[src/rtl/add_cp_pipe.sv]
// add_cp_pipe: carry-pipelined adder/subtractor resolving CHUNK bits per stage.
// Unresolved operand chunks skew forward; finished sum chunks deskew forward.
module add_cp_pipe #(
  parameter int WIDTH = 16,
  parameter int CHUNK = 4
) (
  input  logic             clk,
  input  logic             rst_n,
  input  logic             in_valid,
  output logic             in_ready,
  input  logic [WIDTH-1:0] a,
  input  logic [WIDTH-1:0] b,
  input  logic             cin,
  input  logic             sub,
  output logic             out_valid,
  input  logic             out_ready,
  output logic [WIDTH-1:0] sum,
  output logic             cout,
  output logic             ovf
);

  localparam int S = WIDTH / CHUNK;

  logic             stall;
  logic             adv;
  logic [WIDTH-1:0] bx;
  logic             c0;

  assign stall    = out_valid & ~out_ready;
  assign adv      = ~stall;
  assign in_ready = rst_n & ~stall;
  assign bx       = sub ? ~b : b;
  assign c0       = sub | cin;

  for (genvar k = 0; k < S; k++) begin : g_stg
    localparam int LO = k * CHUNK;
    localparam int HW = WIDTH - LO - CHUNK;

    logic [CHUNK-1:0]    ach;
    logic [CHUNK-1:0]    bch;
    logic                cin_k;
    logic                vin_k;
    logic [CHUNK:0]      part;
    logic [LO+CHUNK-1:0] s_d;
    logic                v_q;
    logic                c_q;
    logic [LO+CHUNK-1:0] s_q;

    if (k == 0) begin : g_head
      assign ach   = a[CHUNK-1:0];
      assign bch   = bx[CHUNK-1:0];
      assign cin_k = c0;
      assign vin_k = in_valid & in_ready;
      assign s_d   = part[CHUNK-1:0];
    end else begin : g_body
      assign ach   = g_stg[k-1].g_skew.a_q[CHUNK-1:0];
      assign bch   = g_stg[k-1].g_skew.b_q[CHUNK-1:0];
      assign cin_k = g_stg[k-1].c_q;
      assign vin_k = g_stg[k-1].v_q;
      assign s_d   = {part[CHUNK-1:0], g_stg[k-1].s_q};
    end

    assign part = {1'b0, ach} + {1'b0, bch}
                + {{CHUNK{1'b0}}, cin_k};

    always_ff @(posedge clk) begin
      if (!rst_n) begin
        v_q <= 1'b0;
        c_q <= 1'b0;
        s_q <= '0;
      end else if (adv) begin
        v_q <= vin_k;
        c_q <= part[CHUNK];
        s_q <= s_d;
      end
    end

    if (k < S - 1) begin : g_skew
      logic [HW-1:0] a_q;
      logic [HW-1:0] b_q;
      logic [HW-1:0] a_d;
      logic [HW-1:0] b_d;

      if (k == 0) begin : g_src
        assign a_d = a[WIDTH-1:CHUNK];
        assign b_d = bx[WIDTH-1:CHUNK];
      end else begin : g_src
        assign a_d = g_stg[k-1].g_skew.a_q[HW+CHUNK-1:CHUNK];
        assign b_d = g_stg[k-1].g_skew.b_q[HW+CHUNK-1:CHUNK];
      end

      always_ff @(posedge clk) begin
        if (!rst_n) begin
          a_q <= '0;
          b_q <= '0;
        end else if (adv) begin
          a_q <= a_d;
          b_q <= b_d;
        end
      end
    end else begin : g_last
      // carry into the MSB, recovered from the top bit's inputs and sum
      logic cm_q;

      always_ff @(posedge clk) begin
        if (!rst_n) begin
          cm_q <= 1'b0;
        end else if (adv) begin
          cm_q <= ach[CHUNK-1] ^ bch[CHUNK-1] ^ part[CHUNK-1];
        end
      end
    end
  end

  assign out_valid = g_stg[S-1].v_q;
  assign sum       = g_stg[S-1].s_q;
  assign cout      = g_stg[S-1].c_q;
  assign ovf       = g_stg[S-1].g_last.cm_q ^ g_stg[S-1].c_q;

endmodule

[config.mk]
export PLATFORM = sky130hd
export DESIGN_NAME = add_cp_pipe
export DESIGN_NICKNAME = d
export VERILOG_FILES = /design/src/rtl/add_cp_pipe.sv
export SDC_FILE = /design/constraint.sdc
export NUM_CORES = 1
export LEC_CHECK = 0
export CORE_MARGIN = 2
export CORE_UTILIZATION = 49
export DETAILED_ROUTE_END_ITERATION = 10
export GPL_ROUTABILITY_DRIVEN = 0
export PLACE_DENSITY = 0.76
export SKIP_LAST_GASP = 1
export SLEW_MARGIN = 5
export SYNTH_ARGS = -nofsm -noshare
export SYNTH_HDL_FRONTEND = slang
export SYNTH_SLANG_ARGS = --single-unit
[constraint.sdc]
create_clock -name clk -period 2.25 [get_ports clk]
set_input_delay 0.3375 -clock clk [delete_from_list [all_inputs] [get_ports clk]]
set_output_delay 0.3375 -clock clk [all_outputs]
set_load 0.1 [all_outputs]
Word level (Yosys, flattened, before mapping) --
Cells that the tools add are included.
Storage, ports and cells: register bits 97, word-level logic and storage cells 38, input bits 38
Operators by class: bitwise operators 10, muxes and demuxes 1, add/sub/neg operators 8
Operators by type and width (count):
- 4-bit by 4-bit adder with 5-bit output | 4
- 5-bit by 1-bit adder with 5-bit output | 4
- 16-bit 2-to-1 mux | 1
- 16-bit inverter | 1
- 1-bit AND | 3
- 1-bit bitwise XOR | 3
- 1-bit inverter | 2
- 1-bit bitwise OR | 1

Depth between registers and ports, before layout --
Gate-level depths: netlist of run 1.
depth in word-level cells 5, gate-level depth with buffers 8, mapped depth without buffers 6

Worst setup path before layout of run 1 --
No wires, ideal clock.
kind register to output, start register g_stg[3].v_q, in the netlist out_valid, end output in_ready, data arrival time 2.494 ns, path buffers 2, required time 1.913 ns, path slack -0.582 ns, stages on the path, launching flop included 5, cell sequence dfxtp_1 -> nor2b_1 -> buf_2 -> buf_2 -> nor2_1
On the way: longest elaborated chain between the ends 3
Ends and longest elaborated chain:
- start, declared | RTL line 45 | logic v_q;
- start signal, assigned | RTL line 72 | v_q <= vin_k;
- 1-bit AND | RTL line 29 | assign stall = out_valid & ~out_ready;
- 1-bit inverter | RTL line 31 | assign in_ready = rst_n & ~stall;
- 1-bit AND | RTL line 31
- end, declared | RTL line 10 | output logic in_ready,
Every way passes these cells.

Final worst setup path of run 1 --
start input sub, end register g_stg[0].c_q
On the way: longest elaborated chain between the ends 3, elaborated cells between the ends (all ways) 4, those cells by class add/sub: 2; mux: 1; bitwise: 1
Ends and longest elaborated chain:
- start, declared | RTL line 14 | input logic sub,
- 16-bit 2-to-1 mux | RTL line 32 | assign bx = sub ? ~b : b;
- 4-bit by 4-bit adder with 5-bit output | RTL line 63 | assign part = {1'b0, ach} + {1'b0, bch}
- 5-bit by 1-bit adder with 5-bit output * | RTL line 64 | + {{CHUNK{1'b0}}, cin_k};
- end signal, assigned | RTL line 73 | c_q <= part[CHUNK];
- end, declared | RTL line 46 | logic c_q;
Mark *: on every way between the ends. The rest lies on a longest branch, timed or not. A chain may end at the register's enable or synchronous reset.

==> results.md, run 1 <==
* Core Area at 0.00818 mm^2
* IO buf count at 57
* Post-route cell area at 0.00496 mm^2
* CP most frequent cell: a21oi_1
* H-tree levels at 3
* Vert. Die Dim at 95.5 um
* Initial antenna violation count at 0
* Post-DP HPWL at 5530 um
* P_leak at 1.98 nW
* Core Util, Final at 60.7%
* Slowest stage cell, crit path: clkdlybuf4s50_1
* Post-synth EDFFs at 0
* Clock transition time at the flip-flop clock pins of the worst setup and hold paths at 100 ps
* RSZ-0062 raised after global routing: no
* Synth cell count leaders: nand2_1 (146), dfxtp_1 (97), a21oi_1 (82)
* Area Overhead vs Synth at 21.1%
* Tcrit/Tclk final at 94.3%
* Met2 usage at 30.5%
* Die width at 95.5 um
* Sequential area share after synthesis at 47.4%
* Sw Share at 28.9%
* Fill cells at 722
* Switching pwr at 1.01 mW
* Pin count of the biggest net entering global routing at 44
* Cts repair resizes at 0
* Postcts setup bufs at 0
* Pins Over Slew Limit at 0
* Worst Path Arrival at 2370 ps
* PwrDens at 706 mW/mm^2
* Area after DPL at 0.00476 mm^2
* Worst-case reg-to-reg path depth at 5
* Clk_lat worst skew at 360 ps
* CP max stage delay at 500 ps
* CP Capture Type: flip-flop
* Area of the multi-input gates at 0.00198 mm^2
* Slew @ Worst Pin at 346 ps
* Worst path buffer plus inverter count at 1
* Largest area contributor in the netlist: dfxtp_1
* Max-cap violations at 0
* DR DRC count at 0
* Cts hold-fix bufs at 0
* Vias in the first global route at 2924
* HP Class: flip-flop to flip-flop
* Pre-antenna DRT Iters at 4
* Layout cells sized above 1 at 14.0%
* Hold depth at 2
* Antenna cells at 0
* Reg power frac at 54.0%
* Grt met3 use at 5.30%
* Rel. slew slack at 76.9%
* Post-Syn Area at 0.00410 mm^2
* Int Pwr at 2.49 mW
* Final setup fails at 0
* Post-DRT Antenna Nets at 0
* F_max at 471 MHz
* Crit Path Category: primary input to flip-flop
* Starting Density at 50.1%
* CTS tree: built
* Most common cell in the synthesized netlist: nand2_1
* Sequential Area at 0.00194 mm^2
* Combinational Power Share at 15.0%
* Hold Vio Cnt, Final at 0
* Cell count after synthesis at 475
* Routed len/inst at 12.4 um
* Worst EP required at 2500 ps
* Num CTS Buffers at 9
* Clk buf depth at 2
* Syn Area/Cell at 8.63 um^2
* Clk sink count at 97
* Global-route usage over all layers at 18.7%
* Routed vias/inst at 5.08
* CTS root buffer: clkbuf_8
* Peak VDD IR at 511 uV
* Synth top area cells: dfxtp_1 (47%), nand2_1 (13%), a21oi_1 (10%), a211oi_2 (4.9%), fa_1 (3.9%)
* GRT met1 Usage at 24.2%
* Global-route wire length before repair at 13400 um
* Startpoint Class: primary input
* CP Cell Sequence: clkdlybuf4s50_1 > or2_2 > fa_1 > fa_2 > a21o_1 > a21oi_1 > a21oi_1
* Detailed Route Iter0 Violations at 136
* Synth warn at 0
* GRT Max-Usage Layer: met2
* Worst-path fanout max at 3
* Rows at 33
* Synth unique cells at 26
* Ys flop type: dfxtp_1
* Ports at 58
* Outcome: completed
* Asr flop ratio synth at 0%
* Total congestion overflow at 0
* Critical path depth at 7
* Layout Nets at 581
* Via Count at 3214
* Minimum clock period at 2120 ps
* DIE AREA at 0.00911 mm^2
* Final WL at 7860 um
* Kind of cell adding the most delay to the critical path: adder cells
* Synth top area share at 47.4%
* Clock power frac at 31.0%
* Number of synthesized register bits at 97
* Final clock skew at 10.2 ps
* Synth Net Count at 533
[worst paths after layout]
| path | from | to | slack, ps |
|---|---|---|---|
| max | sub | g_stg[0].c_q | 130 |
| min | sum[13] | sum[13] | 460 |
| max reg2reg | g_stg[2].c_q | cout | 530 |
| min reg2reg | sum[13] | sum[13] | 460 |
[registers in the layout, indices dropped and copies added, names as in the netlist]
| name | count |
|---|---|
| g_stg.g_last.cm_q | 1 |
| sum | 16 |
| cout | 1 |
| g_stg.v_q | 3 |
| g_stg.c_q | 3 |
| g_stg.g_skew.b_q | 24 |
| g_stg.s_q | 24 |
| out_valid | 1 |
| g_stg.g_skew.a_q | 24 |
[per-layer routing]
layer	routed length [um]	vias up
met1	3520	1486
met5	0	-
met2	3890	53
li1	-	1666
met3	319	9
met4	127	0
[area by class of cell]
class	count	share of cell area (%)
Multi-Input combinational cell	339	39.9
Sequential cell	97	39.1
Timing Repair Buffer	72	14.0
Tap cell	105	2.65
Clock buffer	9	2.50
Clock inverter	7	1.54
Inverter	4	0.303
[through the flow]
stage | power [mW] | TNS [ps] | hold slack [ps] | cells | setup slack, ps
final | 3.50 | 0 | 455 | 633 | 128
after global routing | 3.68 | 0 | 477 | 633 | 88.3
after CTS | 3.54 | 0 | 453 | 633 | 159
after detailed placement | 2.46 | -628 | 444 | 617 | -235
after global placement | 2.44 | -355 | 438 | 617 | -174
after floorplan | 2.29 | -115 | 432 | 475 | -115
[cell families after synthesis]
family / count (synthesis) / share of synthesized area [%]
buffers and inverters: 39 / 5.04
adders and majority gates: 20 / 7.57
xor gates and xnor gates: 21 / 4.49
DFF: 97 / 47.4
AOI/OAI and AO/OA: 116 / 18.3
and+or+nand+nor: 182 / 17.3
[cells in the final DEF, fill, tap and decap left out, types with 3 or more instances in the layout]
cell type | synthesis | layout
a2111o_1 | 4 | 4
a211oi_2 | 16 | 16
a21o_1 | 4 | 4
a21oi_1 | 82 | 82
buf_12 | 0 | 5
buf_4 | 6 | 30
clkbuf_8 | 0 | 9
clkdlybuf4s50_1 | 0 | 37
clkinv_4 | 0 | 3
dfxtp_1 | 97 | 97
fa_1 | 8 | 7
ha_1 | 12 | 12
inv_1 | 3 | 3
nand2_1 | 146 | 146
nand3_1 | 10 | 10
nor2_1 | 21 | 20
o211ai_1 | 4 | 4
o21ai_0 | 5 | 5
xnor2_1 | 16 | 16
xor2_1 | 5 | 4
[worst min-delay path, cell delays in order (launching register included)]
cell	delay, ps
dfxtp_1	320
nand2_1	50
a21oi_1	50
[power by group through the flow]
stage / Sequential, mW / Clock, mW / Combinational [mW]
floorplan: 2.01 / 0 / 0.279
global placement: 1.93 / 0 / 0.513
detailed placement: 1.93 / 0 / 0.524
CTS: 1.89 / 1.12 / 0.529
global route: 1.91 / 1.19 / 0.577
finish: 1.89 / 1.09 / 0.524
No activity file was read; power rests on OpenSTA's default activity.
==> inputs of run 2 (changes only) <==
CORE_UTILIZATION = 45   (was 49)
PLACE_DENSITY = 0.7   (was 0.76)
==> run 2 against run 1 <==
Sequential share of layout area is 0.45 points higher. Final area is 1.1% lower. Critical path depth did not move. Cell count is 0.32% higher. Sequential cell count unchanged. Worst setup slack improved by 12 ps. Non-clock buffer count shrank 1. Via count up 0.40%. Wire length increased by 4.9%. Worst hold slack about the same. Critical path type unchanged. Largest power group unchanged.
==> results.md, run 2 (synthesis gave the netlist of run 1 again) <==
* Core Area at 0.00876 mm^2 (+7.2%)
* DIE AREA at 0.00989 mm^2 (+8.5%)
* DR DRC count at 0 (unchanged)
* Max-cap violations at 0 (unchanged)
* Pin count of the biggest net entering global routing at 54 (+23%)
* Startpoint Class: primary input
* Core Util, Final at 56.0% (-4.7 points)
* Post-DP HPWL at 5740 um (+3.8%)
* Cts hold-fix bufs at 0 (unchanged)
* IO buf count at 57 (unchanged)
* Clock transition time at the flip-flop clock pins of the worst setup and hold paths at 90 ps (about the same)
* Cts repair resizes at 0 (unchanged)
* P_leak at 1.95 nW (-1.4%)
* Crit Path Category: primary input to flip-flop
* Layout cells sized above 1 at 13.5% (-0.54 points)
* HP Class: flip-flop to flip-flop
* Vert. Die Dim at 99.4 um (+4.2%)
* Post-DRT Antenna Nets at 0 (unchanged)
* H-tree levels at 3 (unchanged)
* Hold Vio Cnt, Final at 0 (unchanged)
* Final clock skew at 8.39 ps (-1.78 ps)
* RSZ-0062 raised after global routing: no
* Detailed Route Iter0 Violations at 71 (-48%)
* Starting Density at 46.8% (-3.4 points)
* Die width at 99.4 um (+4.2%)
* Rows at 34 (+3.0%)
* Via Count at 3227 (+0.40%)
* Initial antenna violation count at 0 (unchanged)
* Fill cells at 863 (+20%)
* Final WL at 8240 um (+4.9%)
* CTS tree: built
* Minimum clock period at 2110 ps (-11.5 ps)
* CP Capture Type: flip-flop
* Postcts setup bufs at 0 (unchanged)
* Clk_lat worst skew at 360 ps (about the same)
* Global-route usage over all layers at 17.8% (-0.91 points)
* F_max at 474 MHz (+0.55%)
* Post-route cell area at 0.00491 mm^2 (-1.1%)
* Global-route wire length before repair at 14400 um (+7.8%)
* Top Registers: g_stg.g_skew.a_q (24), g_stg.g_skew.b_q (24), g_stg.s_q (24)
* Worst-path fanout max at 3 (unchanged)
* Area of the multi-input gates at 0.00198 mm^2 (unchanged)
* Setup TNS Final at 0 ps (unchanged)
* Final WS setup at 140 ps (+11.5 ps)
* Sequential Area at 0.00194 mm^2 (unchanged)
* Clk sink count at 97 (unchanged)
* Area Overhead vs Synth at 19.7%
* Worst EP required at 2490 ps (about the same)
* Tcrit/Tclk final at 93.8% (-0.51 points)
* Final setup fails at 0 (unchanged)
* Setup WS pre-CTS at -238 ps (-2.92 ps)
* CTS root buffer: clkbuf_8
* Pins Over Slew Limit at 0 (unchanged)
* Worst Path Arrival at 2350 ps (-20 ps)
* Most frequent cells in the layout: nand2_1 (146), dfxtp_1 (97), a21oi_1 (82)
* Peak VDD IR at 458 uV (-10%)
* Outcome: completed
* Routed len/inst at 13.0 um (+4.6%)
* Vias in the first global route at 3169 (+8.4%)
* Num CTS Buffers at 9 (unchanged)
* Rel. slew slack at 74.9% (-2.0 points)
* Pre-antenna DRT Iters at 4 (unchanged)
* Most common cell after layout, fill and taps aside: nand2_1
* Min Hold Slack at 455 ps (-0.0920 ps)
* Slew @ Worst Pin at 376 ps (+30.6 ps)
* Routed vias/inst at 5.08 (about the same)
* Antenna cells at 0 (unchanged)
* Area after DPL at 0.00473 mm^2 (-0.60%)
* Total congestion overflow at 0 (unchanged)
* PwrDens at 701 mW/mm^2 (-0.71%)
* Ports at 58 (unchanged)
* Clk buf depth at 2 (unchanged)
* Layout Nets at 580 (-0.17%)
==> run 2: cell types whose count changed in the layout (fill, tap and decap cells not counted) <==
cell	previous run	this run
buf_12	5	3
buf_4	30	31
clkbuf_1	0	2
clkinv_4	3	2
clkinv_8	2	0
clkinvlp_4	0	2
inv_6	2	1
==> run 2: where the power goes <==
group | internal, mW | total (mW) | switching, mW | leakage [nW]
logic | 0.225 | 0.526 | 0.301 | 1.08
clock network | 0.411 | 1.02 | 0.609 | 0.0801
registers | 1.83 | 1.89 | 0.0628 | 0.797
total | 2.46 | 3.44 | 0.972 | 1.95
==> run 2: worst paths after layout <==
kind	start	cells after the start	slack, ps	endpoint
setup / recovery	sub	7	140	g_stg[0].c_q
hold / removal	g_stg[2].s_q[7]	2	460	g_stg[2].s_q[7]
setup reg to reg	g_stg[2].c_q	5	520	cout
hold reg to reg	g_stg[2].s_q[7]	2	460	g_stg[2].s_q[7]
==> run 2: final cells by class <==
| type | instances | share of cell area [%] |
|---|---|---|
| Clock buffer | 11 | 2.68 |
| Clock inverter | 5 | 0.842 |
| Inverter | 4 | 0.306 |
| Multi-Input combinational cell | 339 | 40.3 |
| Sequential cell | 97 | 39.6 |
| Tap cell | 108 | 2.75 |
| Timing Repair Buffer | 71 | 13.5 |
==> run 2: worst max-delay path, stage by stage <==
cell and delay, ps:
clkdlybuf4s50_1 490, or2_2 340, fa_1 410, fa_2 370
a21o_1 180, a21oi_1 150, a21oi_1 80
==> run 2: through the flow <==
stage | power, mW | std cells
3_5_place_dp | 2.46 | 619
5_1_grt | 3.60 | 635
2_1_floorplan | 2.29 | 475
3_3_place_gp | 2.44 | 619
4_1_cts | 3.47 | 635
6_report | 3.44 | 635
==> run 2: routing by layer <==
metal	vias to the layer above	part of all wire (%)	wire [um]	global-route usage, %
li1	1664	-	-	-
met1	1512	48	3970	22.8
met2	41	47	3890	30.0
met3	10	2.9	243	4.78
met4	0	1.6	136	4.11
met5	-	0	0	0
